### src/rtl/i2c_pkg.sv
// Shared definitions for the I2C register-access target.
// Latency: n/a (types and constants only).
// Backpressure: n/a.
package i2c_pkg;

    // Bus-side protocol FSM states
    typedef enum logic [3:0] {
        IDLE,
        ADDR,
        ADDR_ACK,
        PTR,
        PTR_ACK,
        WDATA,
        WDATA_ACK,
        RDATA,
        RDATA_ACK,
        IGNORE
    } i2c_state_e;

    // Level on SDA during the acknowledge bit
    localparam logic ACK  = 1'b0;
    localparam logic NACK = 1'b1;

    // Address this target answers to unless overridden
    localparam logic [6:0] DEF_TARGET_ADDR = 7'h50;

    // clk must run at least this many times faster than SCL: the pad-to-event
    // path is 3 clk, and SDA must be settled and re-synchronised well inside
    // each SCL phase for START/STOP to be told apart from data.
    localparam int unsigned OVERSAMPLE_MIN = 8;

endpackage

### src/rtl/i2c_line_sync.sv
// Synchroniser and edge detector for one asynchronous open-drain pad line.
// Latency: pad change to level/edge seen by the consumer's registers is 3 clk.
// Backpressure: none; free-running on every clk.
module i2c_line_sync (
    input  logic clk,
    input  logic rst,
    input  logic pad_i,
    output logic level_o,
    output logic rise_o,
    output logic fall_o
);

    logic meta_q;
    logic sync_q;
    logic prev_q;

    // Two-flop synchroniser plus one history flop; resets to the idle-bus level
    // so releasing reset never fabricates an edge on a quiet bus.
    always_ff @(posedge clk) begin
        if (rst) begin
            meta_q <= 1'b1;
            sync_q <= 1'b1;
            prev_q <= 1'b1;
        end else begin
            meta_q <= pad_i;
            sync_q <= meta_q;
            prev_q <= sync_q;
        end
    end

    assign level_o = sync_q;
    assign rise_o  = sync_q & ~prev_q;
    assign fall_o  = ~sync_q & prev_q;

endmodule

### src/rtl/i2c_target_regs.sv
// I2C target bridging 7-bit-address pointer write/read transactions to a byte register file.
// Latency: bus events act 3 clk after the pad; sda_oe updates 1 clk after a detected SCL fall.
// Backpressure: none; no clock stretching, register file must answer combinationally.
module i2c_target_regs #(
    parameter logic [6:0]  TARGET_ADDR = i2c_pkg::DEF_TARGET_ADDR,
    parameter int unsigned REG_AW      = 4
) (
    input  logic              clk,
    input  logic              rst,
    input  logic              scl_in,
    input  logic              sda_in,
    output logic              sda_oe,
    output logic [REG_AW-1:0] reg_addr,
    output logic [7:0]        reg_wdata,
    output logic              reg_we,
    input  logic [7:0]        reg_rdata,
    output logic              busy
);
    import i2c_pkg::*;

    logic scl_lvl, scl_rise, scl_fall;
    logic sda_lvl, sda_rise, sda_fall;

    i2c_line_sync u_scl_sync (
        .clk     (clk),
        .rst     (rst),
        .pad_i   (scl_in),
        .level_o (scl_lvl),
        .rise_o  (scl_rise),
        .fall_o  (scl_fall)
    );

    i2c_line_sync u_sda_sync (
        .clk     (clk),
        .rst     (rst),
        .pad_i   (sda_in),
        .level_o (sda_lvl),
        .rise_o  (sda_rise),
        .fall_o  (sda_fall)
    );

    logic start_det, stop_det;
    assign start_det = sda_fall & scl_lvl;
    assign stop_det  = sda_rise & scl_lvl;

    i2c_state_e        state_q, state_d;
    logic [2:0]        bitcnt_q, bitcnt_d;
    logic [7:0]        shift_q, shift_d;
    // done_q: byte received (waiting for the SCL fall that opens the ACK slot),
    // or in RDATA_ACK: controller ACK seen (waiting for the fall to load next byte)
    logic              done_q, done_d;
    logic              sda_oe_q, sda_oe_d;
    logic              busy_q, busy_d;
    logic [REG_AW-1:0] reg_addr_q, reg_addr_d;
    logic [7:0]        reg_wdata_q, reg_wdata_d;
    logic              reg_we_q, reg_we_d;

    logic [7:0] rx_byte;
    assign rx_byte = {shift_q[6:0], sda_lvl};

    // State and output registers
    always_ff @(posedge clk) begin
        if (rst) begin
            state_q     <= IDLE;
            bitcnt_q    <= 3'd7;
            shift_q     <= 8'h00;
            done_q      <= 1'b0;
            sda_oe_q    <= 1'b0;
            busy_q      <= 1'b0;
            reg_addr_q  <= '0;
            reg_wdata_q <= 8'h00;
            reg_we_q    <= 1'b0;
        end else begin
            state_q     <= state_d;
            bitcnt_q    <= bitcnt_d;
            shift_q     <= shift_d;
            done_q      <= done_d;
            sda_oe_q    <= sda_oe_d;
            busy_q      <= busy_d;
            reg_addr_q  <= reg_addr_d;
            reg_wdata_q <= reg_wdata_d;
            reg_we_q    <= reg_we_d;
        end
    end

    // Next-state logic: bus conditions first, then per-state bit handling
    always_comb begin
        state_d     = state_q;
        bitcnt_d    = bitcnt_q;
        shift_d     = shift_q;
        done_d      = done_q;
        sda_oe_d    = sda_oe_q;
        busy_d      = busy_q;
        reg_addr_d  = reg_addr_q;
        reg_wdata_d = reg_wdata_q;
        reg_we_d    = 1'b0;

        if (stop_det) begin
            state_d  = IDLE;
            busy_d   = 1'b0;
            sda_oe_d = 1'b0;
            done_d   = 1'b0;
        end else if (start_det) begin
            // Covers repeated START too; pointer is deliberately kept
            state_d  = ADDR;
            busy_d   = 1'b1;
            sda_oe_d = 1'b0;
            bitcnt_d = 3'd7;
            done_d   = 1'b0;
        end else begin
            case (state_q)
                ADDR, PTR, WDATA: begin
                    if (scl_rise && !done_q) begin
                        shift_d  = rx_byte;
                        bitcnt_d = bitcnt_q - 3'd1;
                        if (bitcnt_q == 3'd0) begin
                            done_d = 1'b1;
                            if (state_q == PTR) begin
                                reg_addr_d = rx_byte[REG_AW-1:0];
                            end
                            if (state_q == WDATA) begin
                                reg_wdata_d = rx_byte;
                                reg_we_d    = 1'b1;
                            end
                        end
                    end else if (scl_fall && done_q) begin
                        done_d   = 1'b0;
                        sda_oe_d = (ACK == 1'b0);
                        if (state_q == ADDR) begin
                            if (shift_q[7:1] == TARGET_ADDR) begin
                                state_d = ADDR_ACK;
                            end else begin
                                state_d  = IGNORE;
                                sda_oe_d = 1'b0;
                            end
                        end else if (state_q == PTR) begin
                            state_d = PTR_ACK;
                        end else begin
                            state_d = WDATA_ACK;
                        end
                    end
                end
                ADDR_ACK: begin
                    if (scl_fall) begin
                        bitcnt_d = 3'd7;
                        if (shift_q[0]) begin
                            shift_d  = reg_rdata;
                            sda_oe_d = ~reg_rdata[7];
                            state_d  = RDATA;
                        end else begin
                            sda_oe_d = 1'b0;
                            state_d  = PTR;
                        end
                    end
                end
                PTR_ACK: begin
                    if (scl_fall) begin
                        sda_oe_d = 1'b0;
                        bitcnt_d = 3'd7;
                        state_d  = WDATA;
                    end
                end
                WDATA_ACK: begin
                    if (scl_fall) begin
                        sda_oe_d   = 1'b0;
                        bitcnt_d   = 3'd7;
                        reg_addr_d = reg_addr_q + REG_AW'(1);
                        state_d    = WDATA;
                    end
                end
                RDATA: begin
                    if (scl_fall) begin
                        if (bitcnt_q == 3'd0) begin
                            sda_oe_d = 1'b0;
                            done_d   = 1'b0;
                            state_d  = RDATA_ACK;
                        end else begin
                            shift_d  = {shift_q[6:0], 1'b0};
                            sda_oe_d = ~shift_q[6];
                            bitcnt_d = bitcnt_q - 3'd1;
                        end
                    end
                end
                RDATA_ACK: begin
                    if (scl_rise && !done_q) begin
                        if (sda_lvl == ACK) begin
                            // Advance now so reg_rdata is settled by the next fall
                            done_d     = 1'b1;
                            reg_addr_d = reg_addr_q + REG_AW'(1);
                        end else begin
                            state_d = IGNORE;
                        end
                    end else if (scl_fall && done_q) begin
                        done_d   = 1'b0;
                        shift_d  = reg_rdata;
                        sda_oe_d = ~reg_rdata[7];
                        bitcnt_d = 3'd7;
                        state_d  = RDATA;
                    end
                end
                default: begin
                    // IDLE and IGNORE: SCL activity has no effect
                end
            endcase
        end
    end

    assign sda_oe    = sda_oe_q;
    assign busy      = busy_q;
    assign reg_addr  = reg_addr_q;
    assign reg_wdata = reg_wdata_q;
    assign reg_we    = reg_we_q;

endmodule
### config.mk
export PLATFORM = sky130hd
export DESIGN_NAME = i2c_target_regs
export DESIGN_NICKNAME = d
export VERILOG_FILES = /design/src/rtl/i2c_pkg.sv /design/src/rtl/i2c_line_sync.sv /design/src/rtl/i2c_target_regs.sv
export SDC_FILE = /design/constraint.sdc
export NUM_CORES = 1
export LEC_CHECK = 0
export CORE_MARGIN = 4
export CORE_UTILIZATION = 29
export DETAILED_ROUTE_END_ITERATION = 10
export PLACE_DENSITY = 0.49
export SYNTH_ARGS = -nofsm -noshare
export SYNTH_HDL_FRONTEND = slang
export SYNTH_HIERARCHICAL = 1
export SYNTH_SLANG_ARGS = --single-unit
### constraint.sdc
create_clock -name clk -period 5.9 [get_ports clk]
set_input_delay 1.18 -clock clk [delete_from_list [all_inputs] [get_ports clk]]
set_output_delay 1.18 -clock clk [all_outputs]
set_load 0.05 [all_outputs]
======== Yosys cells after proc, flatten, opt, wreduce, memory -nomap -nowiden ========
Cells that the tools add are included.
word-level totals
  register bits ........................... 37
  bits of input ports ..................... 12
  word-level logic and storage cells ...... 162
cells by class
  add/subtract/negate cells ............... 2
  equality and inequality tests ........... 42
  multiplexer cells ....................... 59
  bitwise operators ....................... 17
  reduce and logical (&&, ||, !) cells .... 25
operators with widths
  operator                                              number
  two-way mux 4 bit                                     17
  two-way mux 8 bit                                     7
  != test 3 bit (second input constant)                 12
  AND reduction 9 bit                                   4
  one-hot mux 8 bit (4 select lines)                    1
  != test 2 bit (second input constant)                 15
  two-way mux 3 bit                                     8
  two-way mux 1 bit                                     20
  one-hot mux 4 bit (5 select lines)                    1
  equality test 4 x 3 -> 1 bit (second input constant)  4
  AND reduction 8 bit                                   2
  one-hot mux 3 bit (4 select lines)                    1
  one-hot mux 4 bit (3 select lines)                    1
  NOT 1 bit                                             11
  AND reduction 10 bit                                  1
  nonzero test 5 bit                                    2
  OR reduction 3 bit                                    3
  equality test 4 x 2 -> 1 bit (second input constant)  2
  equality test 7 bit (second input constant)           1
  AND 1 bit                                             6
  != test 3 x 1 -> 1 bit (second input constant)        2
  AND reduction 6 bit                                   1
  nonzero test 3 bit                                    2
  nonzero test 6 bit                                    1
  other kinds (18)                                      20

======== Logic depth before layout (Yosys ltp) ========
  depth in word-level cells ............... 7
  gate-level depth with buffers ........... 8

======== Hierarchy ========
The synthesis kept the hierarchy.
by module, submodules not included
  module           times used  cells each  area each (um^2)  seq. area each (um^2)
  i2c_target_regs  1           256         2,057.0           620.6
  i2c_line_sync    2           8           92.6              60.1

======== Worst setup path after synthesis ========
No wires, ideal clock.
  kind .................................... register to register
  start ................................... reg state_q[2]
  end ..................................... reg reg_addr_q[0] (netlist: reg_addr[0])
  library setup time ...................... 71 ps
  data arrival time ....................... 1,886 ps
  setup slack ............................. 3,943 ps
  cell stages (with the launch flop) ...... 8
  path buffers ............................ 2
  cell sequence ........................... dfxtp_1 > buf_6 > or4b_4 > buf_6 > o31ai_4 > o211ai_4 > or3_1 > a21oi_1
between the ends
  word-level cells in the longest chain between the ends .. 4
ends and longest elaborated chain
  element                                                        line                                            text
  start: declaration                                             i2c_target_regs.sv:46                           i2c_state_e state_q, state_d;
  start signal: assignment                                       i2c_target_regs.sv:74                           state_q <= state_d;
  equality test 4 x 2 -> 1 bit, or another cell as far along     i2c_target_regs.sv:111, i2c_target_regs.sv:118
  OR reduction 3 bit                                             i2c_target_regs.sv:111                          case (state_q)
  != test 2 bit (no line) or nonzero test 3 bit (tied branches)  --
  AND reduction 9 bit (no line)                                  --
  end signal: assignment                                         i2c_target_regs.sv:80                           reg_addr_q <= reg_addr_d;
  end: declaration                                               i2c_target_regs.sv:54                           logic [REG_AW-1:0] reg_addr_q, reg_addr_d;
Several ways; a longest one is shown, not always the timed one.
A chain may end at the register's enable or synchronous reset.

======== Worst setup path in the final report ========
  start ................................... in rst
  end ..................................... reg state_q[2]
between the ends
  word-level cells in the longest chain between the ends .. 1
ends and longest elaborated chain
  element                       line                  text
  start: declaration            i2c_target_regs.sv:9  input logic rst,
  OR reduction 3 bit (no line)  --
No other way between the ends.

==> results.ini <==
[floorplanning]
ios = 27
rows = 31
die_area_mm2 = 0.009203
core_area_mm2 = 0.007370
initial_core_util = 0.3042
die_y_um = 95.93
die_w_um = 95.93

[cells_and_area]
design_area_mm2 = 0.002670
diodes = 0
area_growth_pct = 19.08
final_nets = 304
drive_gt1_frac = 0.05862
layout_commonest_cell = dfxtp_1
final_cell_mix = dfxtp_1 (37), clkdlybuf4s50_1 (26), nor2_1 (23)

[critical_path]
crit_fanout = 29
worst-setup-path-type = primary input to flop
worst_ep_required_time_ns = 6.10
critPathCaptureType = flop
startpoint_type = primary input
worstPathArrival_ns = 3.60

[sta]
tns_ns = 0
setup_viol_count_final = 0
finalHoldViolations = 0
tightestPinTransition_ns = 0.9908
hold_ws_ns = 0.4114
skew_ns = 0.007023
period_share = 0.5761
relSlewSlack = 0.3374
fin_crit_ns = 3.399
rsz0062_at_grt = no
timing.fmax_mhz = 294.2
drv_slew = 0
fin_ws_ns = 2.501

[synthesis]
synth_top_area_share = 0.3304
synth.distinct_cells = 56
synthCells = 272
synthTopCellsByArea = dfxtp_1 (33%), mux2i_1 (5.4%), a21oi_1 (4.9%), nor2_1 (3.9%), o21ai_0 (3.8%)
synth_ff_type = dfxtp_1
yosys_warnings = 6
syn_area_mm2 = 0.002242
syn_area_per_cell_um2 = 8.243
synth_top_cell_by_area = dfxtp_1
syn_nets = 287
synth_edf_count = 0
async_flop_share = 0
ys_ff_latch = 37
yosysSeqAreaShare = 0.3304

[global_route]
grt.total_usage = 0.1412
grt_pass1_wl_mm = 10.05
grt_pass1_vias = 2020
grt_start_max_net_pins = 30
grt-ovfl-total = 0
antenna_found_initial = 0

[cts]
clk_pin_slew_ns = 0.08
cts_max_level = 2
insertion_delay_ns = 0.30
cts-buffers-inserted = 5
cts_root_buf = clkbuf_8
cts_resized = 0
postCtsSetupBuffers = 0
clockBufferDepth = 2
cts_tree = built
hold_buffers = 0
clock_sinks = 37

[place]
placed_area_mm2 = 0.002550
hpwl_mm = 4.364
port_buffers = 26
place.gp.congestion = 0.8282
dp_slack_ns = 2.136

[pwr]
pwr-share-clk = 0.437
switchingPower_mw = 0.1362
vdd_ir_drop_max_mv = 0.1031
power.density_mw_per_mm2 = 204.7
p_int_mw = 0.4104
comb_power_share = 0.088
leakagePower_nw = 1.021
swShare = 0.2492
seq_power_share = 0.474

[routing]
routedWlPerCell_um = 15.94
first_pass_iters = 6
ant_nets = 0
wirelength_mm = 6.199
initialDrtViolationCount = 175
dr_total_vias = 2102
drc = 0
vias_per_cell = 5.404

[hold_path]
hp-class = flop to flop

[outcome]
status = finished, final reports clean

[flow_run]
maxCapViolations = 0

stage by stage:
| stage | instances | total power, mW | util |
|---|---|---|---|
| after global placement | 381 | 0.3130 | 0.3460 |
| final | 389 | 0.5466 | 0.3623 |
| after detailed placement | 381 | 0.3135 | 0.3460 |
| after CTS | 389 | 0.5523 | 0.3623 |
| after global routing | 389 | 0.5678 | 0.3623 |
| after floorplan | 272 | 0.2934 | - |
registers in the layout, indices dropped and copies added (netlist names), 3 cells and up:
| register | flops |
|---|---|
| state_q | 4 |
| shift_q | 8 |
| bitcnt_q | 3 |
| reg_wdata | 8 |
| reg_addr | 4 |
power groups by stage:
| stage | sequential, mW | combinational, mW | clock, mW |
|---|---|---|---|
| floorplan | 0.264 | 0.0298 | 0 |
| detailed placement | 0.265 | 0.0481 | 0 |
| CTS | 0.259 | 0.0484 | 0.244 |
| finish | 0.259 | 0.0482 | 0.239 |
| global route | 0.260 | 0.0533 | 0.254 |
| global placement | 0.265 | 0.0476 | 0 |
cell usage after synthesis, types with 2 or more instances:
cell      instances
or2_1             6
a21o_1            3
a211oi_1          6
o21ai_1           2
a221oi_1          2
a21boi_0          2
dfxtp_1          37
and3_1            3
o211ai_1         10
and2b_1           2
and4_1            3
o21ai_0          17
nand2_1          18
o21a_1            4
buf_1             4
nand3_1           2
a41o_1            2
or3_1             3
ha_1              3
a21oi_1          22
nand3b_1          3
nor3_1            9
nand4_1           7
nor2_1           23
mux2i_1          12
clkbuf_1          9
and3b_1           3
inv_1             7
nand2b_1          7
o311ai_0          7
nor2b_1           8
buf_6             2
routing by layer:
| layer | track usage | routed length (um) | vias to the layer above |
|---|---|---|---|
| li1 | - | - | 1056 |
| met1 | 0.1908 | 2994 | 989 |
| met2 | 0.2264 | 2852 | 53 |
| met3 | 0.03753 | 311 | 4 |
| met4 | 0.02844 | 41 | 0 |
| met5 | 0 | 0 | - |
area by class of cell:
| cell class | instances | area, um^2 |
|---|---|---|
| inverter | 7 | 26.28 |
| multi-input combinational | 212 | 1399 |
| clock inverter | 2 | 37.54 |
| tap | 99 | 123.9 |
| fill | 767 | 4700 |
| timing repair buffer | 26 | 260.3 |
| sequential | 37 | 740.7 |
| clock buffer | 6 | 82.58 |
critical path, stage by stage:
cell,delay [ns]
clkdlybuf4s50_1,1.12
inv_1,0.49
nand2_1,0.33
a211oi_1,0.07
and3_1,0.19
a41o_1,0.20
worst paths after layout:
path | startpoint | end | depth (start not counted) | slack (ns)
hold / removal | u_sda_sync/meta_q | u_sda_sync/level_o | 1 | 0.41
setup / recovery | rst | state_q[2] | 6 | 2.50
hold reg to reg | u_sda_sync/meta_q | u_sda_sync/level_o | 1 | 0.41
setup reg to reg | state_q[3] | bitcnt_q[0] | 5 | 3.41
cell families after synthesis:
kind of cell	after synthesis	share of synthesized area
compound gates	92	0.2930
xor+xnor	1	0.003907
fa+ha+maj	3	0.01674
buf+inv	23	0.04576
flops	37	0.3304
mux	13	0.05860
simple gates	103	0.2517
Power figures use the tool's default switching activity.
